--- src/rtl/johnson_seq_monitor.sv ---
// rtl/johnson_seq_monitor.sv - Johnson down-counter sequence monitor
// Decodes 4-bit Johnson codes, tracks stepping order and counts errors and laps.
module johnson_seq_monitor #(
  parameter int ERR_W = 8,
  parameter int LAP_W = 8
) (
  input  logic             clk_i,
  input  logic             rst_i,
  input  logic             valid_i,
  input  logic [3:0]       q_i,
  input  logic             clr_i,
  output logic [2:0]       idx_o,
  output logic             lock_o,
  output logic             illegal_o,
  output logic             seq_err_o,
  output logic [ERR_W-1:0] err_cnt_o,
  output logic [LAP_W-1:0] lap_cnt_o
);

  typedef enum logic [1:0] {
    IDLE   = 2'd0,
    TRACK  = 2'd1,
    RESYNC = 2'd2,
    FAULT  = 2'd3
  } state_t;

  state_t     state;
  logic       legal;
  logic [2:0] dec_idx;
  logic [2:0] exp_idx;
  logic       is_exp;
  logic       is_rep;
  logic       err_evt;
  logic       lap_evt;

  always_comb begin
    legal   = 1'b1;
    dec_idx = 3'd0;
    case (q_i)
      4'b1111: dec_idx = 3'd0;
      4'b0111: dec_idx = 3'd1;
      4'b0011: dec_idx = 3'd2;
      4'b0001: dec_idx = 3'd3;
      4'b0000: dec_idx = 3'd4;
      4'b1000: dec_idx = 3'd5;
      4'b1100: dec_idx = 3'd6;
      4'b1110: dec_idx = 3'd7;
      default: legal   = 1'b0;
    endcase
  end

  always_comb begin
    exp_idx = idx_o + 3'd1;
    is_exp  = legal && (dec_idx == exp_idx);
    is_rep  = legal && (dec_idx == idx_o);
    // Out-of-order legal codes only count as errors once we have a reference index.
    err_evt = valid_i && (!legal ||
              ((state == TRACK || state == RESYNC) && !is_exp && !is_rep));
    lap_evt = valid_i && (state == TRACK) && is_exp && (idx_o == 3'd7);
  end

  always_ff @(posedge clk_i or negedge rst_i) begin
    if (!rst_i) begin
      state     <= IDLE;
      idx_o     <= 3'd0;
      lock_o    <= 1'b0;
      illegal_o <= 1'b0;
      seq_err_o <= 1'b0;
    end else begin
      illegal_o <= 1'b0;
      seq_err_o <= 1'b0;
      if (valid_i) begin
        case (state)
          IDLE: begin
            if (legal) begin
              idx_o  <= dec_idx;
              state  <= TRACK;
              lock_o <= 1'b1;
            end else begin
              illegal_o <= 1'b1;
              state     <= FAULT;
              lock_o    <= 1'b0;
            end
          end
          TRACK: begin
            if (!legal) begin
              illegal_o <= 1'b1;
              state     <= FAULT;
              lock_o    <= 1'b0;
            end else if (is_exp) begin
              idx_o <= dec_idx;
            end else if (!is_rep) begin
              seq_err_o <= 1'b1;
              idx_o     <= dec_idx;
              state     <= RESYNC;
              lock_o    <= 1'b0;
            end
          end
          RESYNC: begin
            if (!legal) begin
              illegal_o <= 1'b1;
              state     <= FAULT;
            end else if (is_exp) begin
              idx_o  <= dec_idx;
              state  <= TRACK;
              lock_o <= 1'b1;
            end else if (!is_rep) begin
              seq_err_o <= 1'b1;
              idx_o     <= dec_idx;
            end
          end
          FAULT: begin
            if (legal) begin
              idx_o <= dec_idx;
              state <= RESYNC;
            end else begin
              illegal_o <= 1'b1;
            end
          end
          default: begin
            state  <= IDLE;
            lock_o <= 1'b0;
          end
        endcase
      end
    end
  end

  always_ff @(posedge clk_i or negedge rst_i) begin
    if (!rst_i) begin
      err_cnt_o <= '0;
      lap_cnt_o <= '0;
    end else if (clr_i) begin
      err_cnt_o <= '0;
      lap_cnt_o <= '0;
    end else begin
      if (err_evt && (err_cnt_o != {ERR_W{1'b1}}))
        err_cnt_o <= err_cnt_o + 1'b1;
      if (lap_evt)
        lap_cnt_o <= lap_cnt_o + 1'b1;
    end
  end

endmodule

--- config.mk ---
export PLATFORM = sky130hd
export DESIGN_NAME = johnson_seq_monitor
export DESIGN_NICKNAME = d
export VERILOG_FILES = /design/src/rtl/johnson_seq_monitor.sv
export SDC_FILE = /design/constraint.sdc
export NUM_CORES = 1
export LEC_CHECK = 0
export BUFFER_PORTS_ARGS = -buffer_cell sky130_fd_sc_hd__buf_2
export CAP_MARGIN = 20
export CORE_ASPECT_RATIO = 0.8
export CORE_UTILIZATION = 60
export DETAILED_ROUTE_END_ITERATION = 8
export GPL_TIMING_DRIVEN = 0
export PLACE_DENSITY = 0.85
export SKIP_CTS_REPAIR_TIMING = 1
export SLEW_MARGIN = 20
export SYNTH_ARGS = -nofsm -noshare
export SYNTH_HDL_FRONTEND = slang
export SYNTH_SLANG_ARGS = --single-unit
--- constraint.sdc ---
create_clock -name clk_i -period 5.6 [get_ports clk_i]
set_clock_uncertainty 0.05 [all_clocks]
set_input_delay 1.12 -clock clk_i [delete_from_list [all_inputs] [get_ports clk_i]]
set_output_delay 1.12 -clock clk_i [all_outputs]
set_load 0.01 [all_outputs]
After elaboration in Yosys (flattened, before gate mapping). Index checks and enable logic that the tools add are counted.

Input port bits: 8. Memory bits (writable): 0. Flip-flop bits (word level): 24. ROM bits: 0. Bits in latches: 0. Memories: 0.

Multipliers: 0. Shifts and indexed selects: 0. Muxes and demuxes: 34. Order comparisons: 0. Reduce and logical (&&, ||, !) cells: 26. Eq/ne operators: 23. $add $sub $neg: 3. Divide/modulo/power cells: 0. Bitwise operators: 0.

Operator list (count): $mux 8 (4); $pmux 3 s7 (1); $add 8x1->8 const B (2); $eq 4x4->1 const B (4); $mux 1 (15); $mux 2 (7); $mux 3 (4); $ne 3x3->1 const B (4); $logic_and 1x1->1 (9); $ne 8x8->1 const B (1); $pmux 2 s4 (1); $reduce_or 8->1 (1); $eq 3x3->1 (2); $ne 2x2->1 const B (3); $pmux 3 s2 (1); $reduce_and 6->1 (1); $reduce_and 5->1 (1); $eq 2x2->1 const B (2); $eq 4x1->1 const B (1); $eq 4x2->1 const B (1); $eq 4x3->1 const B (1); $logic_not 4->1 (1); $ne 2x1->1 const B (2); $reduce_and 4->1 (1); 11 further kinds (16).

Depth between registers and ports, before layout. Gate-level depths: netlist of run 1.

Depth in word-level cells: 12. Mapped depth: 10. Depth with buffers taken out: 9.

Worst setup path after synthesis of run 1. OpenSTA, ideal clock, no wires.

Path kind: input-to-reg. Start point: input q_i[1]. End point: register err_cnt_o[6]. Cell stages on the path: 9. Path slack: 2685 ps. Arrival: 2739 ps. Cells stage by stage: buf_6 and2b_4 and3b_1 xor2_1 o21ai_4 a31oi_4 buf_6 nor4_2 mux2_4.

Word-level cells in the longest chain between the ends: 11. Elaborated cells between the ends (all ways): 24. Those cells by class: eq/ne: 9; mux: 2; reduce/logical: 13.

RTL lines: from (decl) (line 10) `input logic [3:0] q_i,`; $eq 4x4->1 (tied with other cells) (line 39) `case (q_i)`; $pmux 3 s7 / $reduce_or 8->1 (equally long branches); $eq 3x3->1 / $mux 1 (equally long branches) (line 54, 39); $logic_and 1x1->1 (line 54) `is_exp = legal && (dec_idx == exp_idx);`; $logic_not 1->1 (line 58) `((state == TRACK || state == RESYNC) && !is_exp && !is_rep));`; $logic_and 1x1->1 (2 in series) (line 58); $logic_or 1x1->1 (*) (line 57) `err_evt = valid_i && (!legal ||`; $logic_and 1x1->1 (*) (line 57); $logic_and 1x1->1 (*) (line 137) `if (err_evt && (err_cnt_o != {ERR_W{1'b1}}))`; $reduce_bool 2->1 (no line) (*); to (signal assigned) (line 138) `err_cnt_o <= err_cnt_o + 1'b1;`; to (decl) (line 16) `output logic [ERR_W-1:0] err_cnt_o,`.

Every way passes the cells marked *; elsewhere a longest branch is shown, timed or not. A chain may end at the register's enable or synchronous reset.

Worst setup path after layout of run 1.
Start point: input q_i[2]. End point: register err_cnt_o[6].

Same word-level chain as after synthesis.

==> results of run 1 <==
-- metrics by stage --
stage                     instance area (µm²)  hold WS, ns
after floorplan                          1700       0.4967
final                                    1912       0.5276
after global placement                   1876       0.4754
after CTS                                1912       0.5256
after global routing                     1912       0.5556
after detailed placement                 1876       0.5029
-- how the worst max path moves through the flow --
stage                     startpoint            to  slack, ns  cells after the start
final                         q_i[2]  err_cnt_o[6]       2.77                     10
after global placement        q_i[2]  err_cnt_o[6]       2.49                      9
after detailed placement      q_i[2]  err_cnt_o[6]       2.43                     10
after floorplan               q_i[1]  err_cnt_o[6]       2.69                      9
after global routing          q_i[2]  err_cnt_o[5]       2.58                      8
after CTS                     q_i[2]  err_cnt_o[6]       2.77                     10
-- routing by layer --
layer | GRT usage (%) | routed length [µm]
met1 | 35.44 | 1634
met2 | 44.62 | 1766
met3 | 4.987 | 159
met4 | 4.074 | 53
met5 | 0 | 0
-- layout make-up --
| class | count | share of cell area, % |
|---|---|---|
| timing repair buffer | 26 | 6.806 |
| sequential | 24 | 31.41 |
| tap | 36 | 2.356 |
| clock buffer | 4 | 1.898 |
| inverter | 8 | 1.571 |
| multi-input combinational | 146 | 52.75 |
| buffer | 9 | 3.207 |
-- cell usage in the layout, fill, tap and decap left out, drive strengths merged, types with 2 or more instances in the layout --
master / n
o21ai: 12
o211ai: 2
mux2: 4
nand3: 7
nor3: 5
a21oi: 14
and2: 2
dfrtp: 24
nand2b: 4
nand2: 9
nor4b: 2
nor2: 20
clkbuf: 7
nor4: 3
a31oi: 3
or3: 2
inv: 8
xnor2: 7
o31ai: 5
xor2: 3
ha: 8
or4: 4
buf: 32
nor2b: 7
a211oi: 2
nand4: 4
-- report_power, final --
part | switching (mW) | leakage, nW | total (mW) | internal [mW]
clock network | 0.0525 | 0.0210 | 0.0922 | 0.0397
logic | 0.150 | 0.495 | 0.258 | 0.108
registers | 0.0283 | 0.319 | 0.223 | 0.195
-- tightest hold or removal path: cells and delay by family, from the launching register on --
| family | cells | cell delay, ns |
|---|---|---|
| AND/OR/NAND/NOR | 1 | 0.04 |
| XOR/XNOR | 1 | 0.12 |
| flip-flops | 1 | 0.40 |
-- logic make-up after synthesis --
logic type / Yosys count / share of synthesized area, %
simple gates: 76 / 24.87
compound gates: 47 / 19.94
flops: 24 / 35.32
buf+inv: 17 / 5.371
xor+xnor: 10 / 5.151
fa+ha+maj: 8 / 5.887
mux: 5 / 3.458
-- registers in the layout (all words and copies together) (netlist names) --
signal / cells
lock_o: 1
seq_err_o: 1
illegal_o: 1
err_cnt_o: 8
lap_cnt_o: 8
state: 2
idx_o: 3
==> summary.txt, run 1 <==
sequential share of the synthesized area = 35.32%
synthesized cell area = 0.001700 mm²
Hold Fails Final Rpt = 0
aggregate global routing overflow = 0
DR DRC count = 0
hold depth = 2
Hold Crit Class = register to register
fill cell total of the finished layout = 207
fin cells = 253
Area contributors post-synth = dfrtp_1 35%, ha_1 5.9%, nor2_1 4.4%
FF+latch area = 600.6 µm²
Placed Cells = 249
CP Cell Sequence = buf_2 > buf_4 > nor4b_1 > a31oi_1 > o211ai_1 > o311ai_4 > a31oi_4 > buf_6 > nor4_2 > mux2_4
most frequent cells after synthesis = 24 x dfrtp_1, 20 x nor2_1, 14 x a21oi_1, 11 x o21ai_0, 9 x nand2_1
Syn Area/Cell = 9.093 µm²
routed vias/inst = 6.036
wirelength, routed = 3.614 mm
worst hold endpoint = lap_cnt_o[7]
crit share post-route = 50.45%
CTS tree = yes
Starting Density = 66.36%
ys flop type = dfrtp_1
biggest fanout along the worst timing path = 10
NumNets Final = 234
IO Pins = 30
Worst R2R Path Depth = 9
final antenna-violating net count = 0
initial antenna violation count = 0
Fin Setup TNS = 0 ns
PD cells = 299.8 mW/mm²
vias in the first global route = 1443
CP top delay family = compound AO/OA/AOI/OAI gates
proportion of layout cells with a drive suffix above 1 = 22.12%
Util after Layout = 74.61%
Die Span Y = 49.62 µm
Max Clk Rate = 353.9 MHz
minimum clock period = 2.825 ns
Static Leakage = 0.8354 nW
Final WS setup = 2.775 ns
critical setup path kind = input port to register
area of the multi-input gates = 0.001008 mm²
area grow syn2layout = 12.44%
first-pass GRT wire length = 6.216 mm
CTS buffer count = 3
library cells used by synthesis = 51
full die area = 0.003052 mm²
Die X = 61.52 µm
async set-reset flop share out of synthesis = 100.0%
number of synthesized flops with an enable pin = 0
Setup crit end kind = register
reg-to-reg slack, setup = 2.82 ns
CTS Sinks = 24
final setup vio count = 0
#FFs+latches synth = 24
Syn Nets = 203
Pre-antenna DRT Iters = 4
Yosys top cell area share = 35.32%
Worst EP required = 5.78 ns
status = complete, no violations
Tot Pwr = 573.2 µW
DRT iter0 DRCs = 78
VDD IR max = 203.2 µV
DP Worst Slack = 2.427 ns
Max-Cap Viols = 0
via count = 1527
critical path's slowest cell = nor4b_1
GRT Total Usage = 26.47%
count leader, synth = dfrtp_1
HP Start = lap_cnt_o[7]
Final Max Tran Viols = 0
Setup crit start kind = input port
Routed WL per cell = 14.28 µm
Crit Reg-Reg Endpoint = err_cnt_o[5]
Core ar. = 0.002562 mm²
Worst-path clk slew = 0.14 ns
Critical R2R Launch = idx_o[0]
Clk Tree Root Cell = clkbuf_4
gp weighted congestion = 0.8854
Crit path arrival time = 3.00 ns
Critical path buffers and inverters = 3
IO buf count = 26
yosys warns = 0
maximum number of pins on one net before global-route repair = 25
antenna cells = 0
Final HPWL DP = 2.770 mm
clk buf depth = 2
Worst-Skew Late Latency = 0.32 ns
unrepaired setup endpoints after global routing = no
Yosys top cell by area = dfrtp_1
Mapped Cells = 187
# rows = 16
H-tree levels = 1
CP peak stage delay = 0.32 ns
Least-Margin Pin Slew = 0.5239 ns
slew margin rel. = 65.07%
(Power assumes the default switching activity.)
==> run 2, diff against run 1 <==
- CORE_UTILIZATION: 60 -> 50
- PLACE_DENSITY: 0.85 -> 0.75
- clock period: 5.6 -> 2.39 ns (I/O delays scaled with it)
==> summary.txt, run 2 (synthesized netlist as in run 1, its figures left out) <==
status = finished with violations
failing checks = negative setup slack
critical path launch point = idx_o[0]
aggregate global routing overflow = 0
final antenna-violating net count = 0
CP peak stage delay = 0.46 ns
Final HPWL DP = 2.802 mm
Critical R2R Launch = idx_o[0]
FF+latch area = 603.1 µm²
CP Cell Sequence = ha_4 > ha_4 > nand4b_1 > o31ai_1 > a22o_1 > o21ai_4 > a31oi_4 > buf_6 > or4_4 > a21oi_2
leading cell types in the layout, fill and taps excluded = 28 x buf_2, 22 x dfrtp_1, 20 x nor2_1
wirelength, routed = 4.019 mm
leading cell type in the layout, fill and taps excluded = buf_2
biggest regs = err_cnt_o (8), lap_cnt_o (8), idx_o (3)
biggest fanout along the worst timing path = 6
critical path's slowest cell = dfrtp_2
IO Pins = 30
Worst EP required = 2.55 ns
Hold Fails Final Rpt = 0
Util after Layout = 66.79%
Final Max Tran Viols = 0
PD cells = 769.4 mW/mm²
Max Clk Rate = 400.1 MHz
VDD IR max = 467.0 µV
critical setup path kind = register to register
CTS Sinks = 24
clk buf depth = 2
worst hold slack = 0.1150 ns
Core ar. = 0.003153 mm²
Clk Tree Root Cell = clkbuf_8
IO buf count = 26
area of the multi-input gates = 0.001132 mm²
Crit path arrival time = 2.66 ns
design area = 0.002106 mm²
NumNets Final = 238
GRT Total Usage = 22.44%
gp weighted congestion = 0.8727
DRT iter0 DRCs = 46
H-tree levels = 1
Tot Pwr = 1.620 mW
DR DRC count = 0
Routed WL per cell = 15.40 µm
Max-Cap Viols = 0
Pre-antenna DRT Iters = 4
minimum clock period = 2.499 ns
antenna cells = 0
final setup vio count = 7
area grow syn2layout = 23.84%
full die area = 0.003640 mm²
Area after DPL = 0.001922 mm²
Setup crit end kind = register
Setup crit start kind = register
routed vias/inst = 5.885
Fin Setup TNS = -0.5179 ns
slew margin rel. = 59.87%
Worst-Skew Late Latency = 0.27 ns
CTS tree = yes
fill cell total of the finished layout = 263
crit share post-route = 104.6%
via count = 1536
maximum number of pins on one net before global-route repair = 25
Starting Density = 53.93%
Worst-path clk slew = 0.08 ns
# rows = 18
first-pass GRT wire length = 5.830 mm
proportion of layout cells with a drive suffix above 1 = 33.94%
Hold Crit Class = input port to async pin
Final WS setup = -0.1092 ns
vias in the first global route = 1258
Die Span Y = 54.16 µm
unrepaired setup endpoints after global routing = yes
initial antenna violation count = 0
Static Leakage = 0.8759 nW
Least-Margin Pin Slew = 0.5957 ns
Die X = 67.20 µm
most used cell, CP = ha_4
CTS buffer count = 3
[run 2: cell count changes in the layout (fill, tap and decap cells not counted), sizes merged]
cell	previous run	this run
buf	32	36
bufinv	0	1
clkbuf	7	6
[run 2: final timing paths]
path	endpoint	slack, ns	depth (start not counted)
hold / removal	lock_o	0.11	1
setup / recovery	err_cnt_o[4]	-0.11	10
hold reg to reg	lap_cnt_o[7]	0.51	2
setup reg to reg	err_cnt_o[4]	-0.11	10
max in group asynchronous	idx_o[1]	1.79	1
min in group clk_i	idx_o[2]	0.38	2
[run 2: worst max-delay path, delay by kind of cell, from the launching register on]
family / cells / cell delay (ns)
AOI/OAI and AO/OA: 5 / 0.84
and+or+nand+nor: 2 / 0.49
DFF: 1 / 0.46
adders and majority gates: 2 / 0.40
buffers and inverters: 1 / 0.17
[run 2: through the flow]
step	worst slack, ns	std cells
2_1_floorplan	0.03276	187
3_3_place_gp	-0.1220	253
3_5_place_dp	-0.2273	253
4_1_cts	-0.1365	257
5_1_grt	-0.1670	261
6_report	-0.1092	261
[run 2: layout make-up]
| cell class | instances | share of cell area [%] |
|---|---|---|
| plain buffers | 9 | 2.911 |
| clock buffers | 3 | 1.961 |
| clock inverters | 1 | 1.426 |
| inverters | 8 | 1.426 |
| multi-input cells | 146 | 53.77 |
| flip-flops and latches | 24 | 28.64 |
| well taps | 40 | 2.377 |
| repair buffers | 30 | 7.487 |
[run 2: routing by layer]
layer,vias to the layer above,share of wire (%),GRT usage (%)
met5,-,0,0
met4,0,1.3,8.511
met3,5,4.2,5.085
met2,37,49,35.50
met1,750,46,29.87
li1,744,-,-
[run 2: power by group]
| group | total, mW | internal, mW | switching [mW] |
|---|---|---|---|
| Combinational | 0.733 | 0.320 | 0.413 |
| Clock | 0.361 | 0.224 | 0.137 |
| Sequential | 0.526 | 0.459 | 0.0670 |
==> run 3, diff against run 2 <==
- CORE_MARGIN: not set -> 5
- CORE_UTILIZATION: 50 -> 40
- PLACE_DENSITY: 0.75 -> not set
==> summary.txt, run 3 (synthesized netlist as in run 1, its figures left out) <==
Max-Cap Viols = 0
Crit path arrival time = 2.63 ns
Internal Power = 937.5 µW
critical setup path kind = register to register
Worst-path clk slew = 0.09 ns
slew margin rel. = 63.76%
first-pass GRT wire length = 6.299 mm
antenna cells = 0
critical path launch point = idx_o[0]
unrepaired setup endpoints after global routing = yes
biggest regs = err_cnt_o (8), lap_cnt_o (8), idx_o (3)
DP Worst Slack = -0.1632 ns
area grow syn2layout = 22.30%
combinational group share of total power = 46.9%
Worst EP required = 2.54 ns
Hold Fails Final Rpt = 0
part of the power in registers = 34.8%
failing checks = negative setup slack
Least-Margin Pin Slew = 0.5435 ns
status = finished with violations
Routed WL per cell = 13.84 µm
biggest fanout along the worst timing path = 7
Hold Crit Class = input port to async pin
Core ar. = 0.004151 mm²
wirelength, routed = 3.903 mm
VDD IR max = 494.0 µV
DRT iter0 DRCs = 104
DR DRC count = 0
Clk Tree Root Cell = clkbuf_8
CTS Sinks = 24
leading cell types in the layout, fill and taps excluded = 28 x buf_2, 22 x dfrtp_1, 20 x nor2_1
PD cells = 730.6 mW/mm²
final antenna-violating net count = 0
Critical R2R Launch = idx_o[0]
Max Clk Rate = 402.9 MHz
Final HPWL DP = 2.813 mm
net switching power = 581.8 µW
Die Span Y = 68.32 µm
proportion of layout cells with a drive suffix above 1 = 29.33%
met2 Use GR = 21.40%
initial antenna violation count = 0
crit share post-route = 103.8%
final setup vio count = 7
net switching fraction of the power = 38.29%
GRT Total Usage = 13.72%
maximum number of pins on one net before global-route repair = 25
NumNets Final = 242
CTS tree = yes
CTS buffer count = 3
Final Max Tran Viols = 0
GR met1 Demand/Resource = 18.51%
full die area = 0.005663 mm²
Static Leakage = 0.8825 nW
IO buf count = 26
Worst-Skew Late Latency = 0.27 ns
leading cell type in the layout, fill and taps excluded = buf_2
# rows = 21
aggregate global routing overflow = 0
Setup crit end kind = register
vias in the first global route = 1331
IO Pins = 30
GR Util met3 = 3.971%
routed vias/inst = 5.319
Top Usage Layer GRT = met2
Die X = 82.90 µm
Pre-antenna DRT Iters = 4
H-tree levels = 1
via count = 1500
Final WS setup = -0.09186 ns
Tot Pwr = 1.519 mW
clk buf depth = 2
worst hold slack = 0.1303 ns
Starting Density = 40.96%
Setup crit start kind = register
minimum clock period = 2.482 ns
Clk pwr share = 18.3%
gp weighted congestion = 0.8187
-- run 3: cell types whose count changed in the layout (fill, tap and decap cells not counted), sizes merged --
cell    previous run  this run
buf               36        40
bufinv             1         0
clkbuf             6         7
-- run 3: per-stage QoR --
stage,cells,utilization (%),instance area [µm²],TNS [ns]
finish,282,50.09,2079,-0.2141
global route,282,50.09,2079,-1.673
CTS,274,48.13,1998,-0.7156
detailed placement,270,46.81,1943,-0.9685
global placement,270,46.81,1943,-0.8621
floorplan,187,-,1742,0
-- run 3: power groups by stage --
| stage | sequential, mW | clock (mW) | combinational [mW] |
|---|---|---|---|
| 4_1_cts | 0.532 | 0.288 | 0.634 |
| 2_1_floorplan | 0.543 | 0 | 0.469 |
| 6_report | 0.528 | 0.278 | 0.713 |
| 5_1_grt | 0.543 | 0.310 | 0.782 |
| 3_5_place_dp | 0.540 | 0 | 0.631 |
| 3_3_place_gp | 0.541 | 0 | 0.631 |
-- run 3: worst paths after layout --
| check | to | slack, ns | cells after the start |
|---|---|---|---|
| max in group asynchronous | idx_o[0] | 1.77 | 1 |
| setup / recovery | err_cnt_o[4] | -0.09 | 10 |
| hold / removal | err_cnt_o[7] | 0.13 | 1 |
| hold reg to reg | lap_cnt_o[7] | 0.51 | 2 |
| min in group clk_i | idx_o[2] | 0.38 | 2 |
| setup reg to reg | err_cnt_o[4] | -0.09 | 10 |
-- run 3: worst max-delay path, cell delays in order, from the launching register on --
cell      delay [ns]
dfrtp_2         0.47
ha_4            0.18
ha_4            0.22
nand4b_1        0.08
o31ai_1         0.07
a22o_1          0.28
o21ai_4         0.20
a31oi_4         0.14
buf_6           0.17
or4_4           0.42
a21oi_2         0.13
-- run 3: per-layer routing --
metal	wire (µm)	vias up
met5	0	-
met4	37	0
met3	163	4
met2	1716	25
met1	1986	714
li1	-	757
-- run 3: area by class of cell --
class | count | area, µm²
buffer | 9 | 61.31
inverter | 8 | 30.03
timing repair buffer | 34 | 187.7
clock buffer | 4 | 55.05
fill | 421 | 2072
tap | 57 | 71.32
sequential | 24 | 603.1
multi-input combinational | 146 | 1071
